==> src/rtl/reindeer_mem_arbiter.sv <==
// Single-port memory arbiter: fixed priority ocd > code > data, read-tag return pipeline,
// wait states and a code/data starvation guard. Define REINDEER_MEM_ARB_RDATA_REG_EN to register rdata/rvalids.

module reindeer_mem_arbiter #(
   parameter int XLEN         = 32,
   parameter int ADDR_BITS    = 14,
   parameter int READ_LATENCY = 1,
   parameter int WAIT_STATES  = 0
) (
   input  logic                 clk,
   input  logic                 reset_n,
   input  logic                 sync_reset,
   input  logic                 ocd_req,
   input  logic                 ocd_we,
   input  logic [ADDR_BITS-1:0] ocd_addr,
   input  logic [XLEN-1:0]      ocd_wdata,
   output logic                 ocd_gnt,
   output logic                 ocd_rvalid,
   input  logic                 code_req,
   input  logic [ADDR_BITS-1:0] code_addr,
   output logic                 code_gnt,
   output logic                 code_rvalid,
   input  logic                 data_req,
   input  logic [XLEN/8-1:0]    data_be,
   input  logic [ADDR_BITS-1:0] data_addr,
   input  logic [XLEN-1:0]      data_wdata,
   output logic                 data_gnt,
   output logic                 data_rvalid,
   output logic [XLEN-1:0]      rdata,
   output logic                 busy,
   output logic                 mem_en,
   output logic [ADDR_BITS-1:0] mem_addr,
   output logic [XLEN/8-1:0]    mem_write_en,
   output logic [XLEN-1:0]      mem_write_data,
   input  logic [XLEN-1:0]      mem_read_data
);

   localparam int         NBE          = XLEN / 8;
   localparam logic [2:0] STARVE_LIMIT = 3'd4;

   typedef enum logic [1:0] {TAG_NONE, TAG_OCD, TAG_CODE, TAG_DATA} tag_e;

   tag_e       tag_q [READ_LATENCY];
   tag_e       tag_d [READ_LATENCY];
   logic [2:0] wait_q, wait_d;
   logic [2:0] starve_q, starve_d;
   tag_e       winner;
   logic       win_read;
   tag_e       tag_out;
   tag_e       rvalid_tag;

   // Once code has won STARVE_LIMIT times in a row against a waiting data port, data jumps ahead of code.
   always_comb begin
      winner = TAG_NONE;
      if (reset_n && !sync_reset && (wait_q == 3'd0)) begin
         if (ocd_req)                                    winner = TAG_OCD;
         else if (data_req && (starve_q == STARVE_LIMIT)) winner = TAG_DATA;
         else if (code_req)                               winner = TAG_CODE;
         else if (data_req)                               winner = TAG_DATA;
      end
   end

   always_comb begin
      // NOTE: every output of this block is defaulted first, so no path through the case infers a latch.
      mem_en         = (winner != TAG_NONE);
      mem_addr       = '0;
      mem_write_en   = '0;
      mem_write_data = '0;
      win_read       = 1'b0;
      case (winner)
         TAG_OCD: begin
            mem_addr       = ocd_addr;
            mem_write_data = ocd_wdata;
            mem_write_en   = {NBE{ocd_we}};
            win_read       = !ocd_we;
         end
         TAG_CODE: begin
            mem_addr = code_addr;
            win_read = 1'b1;
         end
         TAG_DATA: begin
            mem_addr       = data_addr;
            mem_write_data = data_wdata;
            mem_write_en   = data_be;
            win_read       = (data_be == '0);
         end
         default: ;
      endcase
   end

   assign ocd_gnt  = (winner == TAG_OCD);
   assign code_gnt = (winner == TAG_CODE);
   assign data_gnt = (winner == TAG_DATA);
   assign busy     = (wait_q != 3'd0);

   always_comb begin
      tag_d[0] = win_read ? winner : TAG_NONE;
      for (int i = 1; i < READ_LATENCY; i++) begin
         tag_d[i] = tag_q[i-1];
      end

      wait_d = wait_q;
      if (winner != TAG_NONE)  wait_d = 3'(WAIT_STATES);
      else if (wait_q != 3'd0) wait_d = wait_q - 3'd1;

      starve_d = starve_q;
      if (!data_req || (winner == TAG_DATA))                     starve_d = 3'd0;
      else if ((winner == TAG_CODE) && (starve_q < STARVE_LIMIT)) starve_d = starve_q + 3'd1;

      if (sync_reset) begin
         for (int i = 0; i < READ_LATENCY; i++) begin
            tag_d[i] = TAG_NONE;
         end
         wait_d   = 3'd0;
         starve_d = 3'd0;
      end
   end

   always_ff @(posedge clk or negedge reset_n) begin
      if (!reset_n) begin
         for (int i = 0; i < READ_LATENCY; i++) begin
            tag_q[i] <= TAG_NONE;
         end
         wait_q   <= 3'd0;
         starve_q <= 3'd0;
      end else begin
         // NOTE: sequential state uses non-blocking assignments so every flop samples pre-edge values.
         tag_q    <= tag_d;
         wait_q   <= wait_d;
         starve_q <= starve_d;
      end
   end

   assign tag_out = tag_q[READ_LATENCY-1];

`ifdef REINDEER_MEM_ARB_RDATA_REG_EN
   tag_e            rtag_q, rtag_d;
   logic [XLEN-1:0] rdata_q, rdata_d;

   always_comb begin
      rtag_d  = sync_reset ? TAG_NONE : tag_out;
      rdata_d = mem_read_data;
   end

   always_ff @(posedge clk or negedge reset_n) begin
      if (!reset_n) begin
         rtag_q  <= TAG_NONE;
         rdata_q <= '0;
      end else begin
         rtag_q  <= rtag_d;
         rdata_q <= rdata_d;
      end
   end

   assign rvalid_tag = sync_reset ? TAG_NONE : rtag_q;
   assign rdata      = rdata_q;
`else
   assign rvalid_tag = sync_reset ? TAG_NONE : tag_out;
   assign rdata      = mem_read_data;
`endif

   assign ocd_rvalid  = (rvalid_tag == TAG_OCD);
   assign code_rvalid = (rvalid_tag == TAG_CODE);
   assign data_rvalid = (rvalid_tag == TAG_DATA);

endmodule

==> config.mk <==
export PLATFORM = sky130hd
export DESIGN_NAME = reindeer_mem_arbiter
export DESIGN_NICKNAME = d
export VERILOG_FILES = /design/src/rtl/reindeer_mem_arbiter.sv
export SDC_FILE = /design/constraint.sdc
export NUM_CORES = 1
export LEC_CHECK = 0
export CAP_MARGIN = 0
export CORE_AREA = 2 2 92 94
export DETAILED_ROUTE_END_ITERATION = 6
export DIE_AREA = 0 0 94 96
export PLACE_DENSITY = 0.83
export SLEW_MARGIN = 20
export SYNTH_ARGS = -nofsm -noshare
export SYNTH_HDL_FRONTEND = slang
export SYNTH_SLANG_ARGS = --single-unit
==> constraint.sdc <==
create_clock -name clk -period 2.1 [get_ports clk]
set_clock_uncertainty 0.05 [all_clocks]
set_input_delay 0.21 -clock clk [delete_from_list [all_inputs] [get_ports clk]]
set_output_delay 0.21 -clock clk [all_outputs]
set_load 0.01 [all_outputs]
==> summary.md <==
| Metric | Value |
|---|---|
| Initial antenna violation count | 4 |
| H-tree lvl count | 1 |
| # nets final | 501 |
| Root Buffer | clkbuf_8 |
| FF+latch area | 200 µm² |
| Yosys cell types | 31 |
| Hold path start | mem_read_data[12] |
| GRT Residual Overflow | 0 |
| Leakage | roughly 1.6 nW |
| RSZ-0062 raised after global routing | true |
| Min cycle time layout | 2290 ps |
| Crit path capture type | output pin |
| Synth warnings | 0 |
| Layout cells sized above 1 | about a third |
| Synthesized netlist cell count | roughly 180 |
| Commonest cells after routing, fill and taps aside | clkdlybuf4s50_1, buf_2, a22o_1, buf_4 |
| Syn Area/Cell | 8.25 µm² |
| Post-route non-filler standard cell count | approximately 450 |
| Number of hold buffers added after cts | 0 |
| Gp weighted congestion | between 0.7 and 0.8 |
| Detailed placement HPWL | roughly 6000 µm |
| Starting DRT DRC Count | 44 |
| Share of the synthesized area in the top cell type | about 22% |
| Multi-input gate area | between 1000 and 1500 µm² |
| 1st-pass router iterations | 4 |
| R2R Path Start | wait_q[1]$_DFFE_PN0P_ |
| Slew at the pin closest to its max-slew limit | between 300 and 400 ps |
| Reg2reg setup slack | around 60 ps |
| Clock sink count | 8 |
| ANT nets after route | 0 |
| Vias/cell | 4.48 |
| Final hold vios | 0 |
| Total routed wirelength | 7890 µm |
| Synth area leader | a22o_1 |
| First-pass GRT wire length | 10400 µm |
| Area delta synth->final | 129% |
| P per Cell Area | between 400 and 500 nW/µm² |
| # IOs | approximately 240 |
| Type of the worst setup path | reg -> out |
| Failing checks | negative setup slack |
| Max cap viols | 0 |
| RR Endpoint | starve_q[0]$_DFFE_PN0P_ |
| Worst VDD drop | a little over 0.3 mV |
| CTS Buf Count | 3 |
| Port Buffer Count | about 170 |
| Total Power | about 0.0015 W |
| Die area | 9020 µm² |
| Sequential cell area fraction in the yosys report | 13.7% |
| Via count | 2034 |
| # rows | 33 |
| CP required | between 1500 and 2000 ps |
| TNS Setup | -5280 ps |
| CTS tree | yes |
| Die width | 94 µm |
| Reg clk slew, reported paths | around 40 ps |
| Sink of the worst hold path | rdata[12] |
| Final period util | 109% |
| Crit path max fanout | 8 |
| Avg WL per Cell | 17.4 µm |
| CORE AREA | around 8100 µm² |
| Tot GR Track Use | 14.9% |
| Fillers | approximately 820 |
| Setup ws final | -190 ps |
| Cells after DPL | 430 |
| Max_slew headroom | about three quarters |
| Die height | ~96 µm |
| Drt drc | 0 |
| Hold depth | 0 |
| Mapped cell area | between 1000 and 1500 µm² |
| Arrival time at the worst endpoint | between 2000 and 2500 ps |
| Largest cells by area after synthesis | a22o_1, buf_4, dfrtp_1 |
| CTS max path bufs | 2 |
| Vias in the first global route | 2052 |
| Syn Nets | 330 |
| Max-slew violation count | 0 |
| Peak Freq | 437 MHz |
| Worst setup SP type | flop |
| Commonest non-fill, non-tap cell in the layout | clkdlybuf4s50_1 |
| Seq cells post-synth | 8 |
| Cells on worst reg2reg path | 9 |
| Starting Density | between 10% and 20% |
| Setup violators final | 51 |
| Hold WC Path Type | in -> out |
| Clock Latency Late Sink | 220 ps |
| Outcome | finished with violations |
| Largest net degree at the start of global routing | 20 |
-- what timing repair did --
action / CTS / global route
resized for setup: 226 / 41
endpoints found under the setup margin: 54 / 56
buffers inserted: 12 / 4
gates cloned: 4 / 1
pin swaps: 7 / 20
-- flip-flops by register name, indices dropped and copies added (netlist names) --
signal	flops
tag_out	2
starve_q	3
wait_q	3
-- metrics by stage --
| stage | util, % | area [µm²] | hold slack [ps] | setup WS, ps |
|---|---|---|---|---|
| finish | 41.5 | 3340 | 370 | -190 |
| global route | 41.4 | 3340 | 370 | -303 |
| CTS | 40.0 | 3220 | 348 | -235 |
| detailed placement | 39.6 | 3190 | 370 | -386 |
| global placement | 39.6 | 3190 | 370 | -325 |
| floorplan | - | 1460 | -136 | 27.1 |
-- logic make-up (layout without fill, tap and decap cells) --
logic type | count (synthesis) | count (layout) | synth area share (%)
AO/OA/AOI/OAI | 60 | 61 | 33.2
multiplexers | 15 | 15 | 10.3
flip-flops | 8 | 8 | 13.7
buffers and inverters | 52 | 220 | 24.6
AND/OR/NAND/NOR | 36 | 36 | 13.5
adder cells (fa/ha/maj) | 4 | 4 | 3.43
XOR/XNOR | 2 | 2 | 1.20
other | 0 | 3 | 0
-- where the power goes --
group	switching [W]	total [W]	leakage [nW]	internal (W)
registers	0.0000127	0.000196	0.109	0.000183
clock network	0.0000524	0.000176	0.0216	0.000123
logic	0.000476	0.00113	1.47	0.000657
-- synth_stat cells (all sizes together) --
| master | n |
|---|---|
| a211oi | 1 |
| a21bo | 1 |
| a21o | 1 |
| a21oi | 3 |
| a22o | 36 |
| a311oi | 1 |
| and2 | 1 |
| and3 | 1 |
| and3b | 2 |
| and4bb | 1 |
| buf | 44 |
| dfrtp | 8 |
| ha | 4 |
| inv | 8 |
| mux2i | 15 |
| nand2 | 15 |
| nand2b | 1 |
| nand4bb | 1 |
| nor2 | 9 |
| nor3b | 2 |
| nor4 | 1 |
| o21ai | 15 |
| o21ba | 1 |
| o31ai | 1 |
| or3 | 1 |
| or3b | 1 |
| xnor2 | 1 |
| xor2 | 1 |
-- per-layer routing --
layer / part of all wire, % / global-route usage [%]
met4: 0.99 / 2.78
met5: 0 / 0
met3: 12 / 6.50
met2: 52 / 27.7
met1: 35 / 15.7
-- critical path, stage by stage, from the launching register on --
cell	delay, ps
dfrtp_1	360
inv_1	70
ha_2	190
ha_4	160
and4bb_4	260
buf_6	120
o21ai_4	120
buf_6	160
mux2i_1	100
o21ai_1	120
buf_2	150
-- worst max path at each step --
stage | to | startpoint
floorplan | mem_write_data[25] | wait_q[0]$_DFFE_PN0P_
global placement | mem_addr[6] | code_req
detailed placement | mem_addr[10] | reset_n
CTS | mem_addr[5] | wait_q[1]$_DFFE_PN0P_
global route | mem_addr[12] | wait_q[0]$_DFFE_PN0P_
finish | mem_addr[12] | wait_q[1]$_DFFE_PN0P_
-- area by class of cell --
type	instances	share of cell area (%)
antenna	3	0.225
clock buffer	3	1.24
inverter	8	0.899
sequential	8	5.99
tap	105	3.93
timing repair buffer	209	57.7
multi-input combinational	118	30.0
Power figures use the tool's default switching activity.
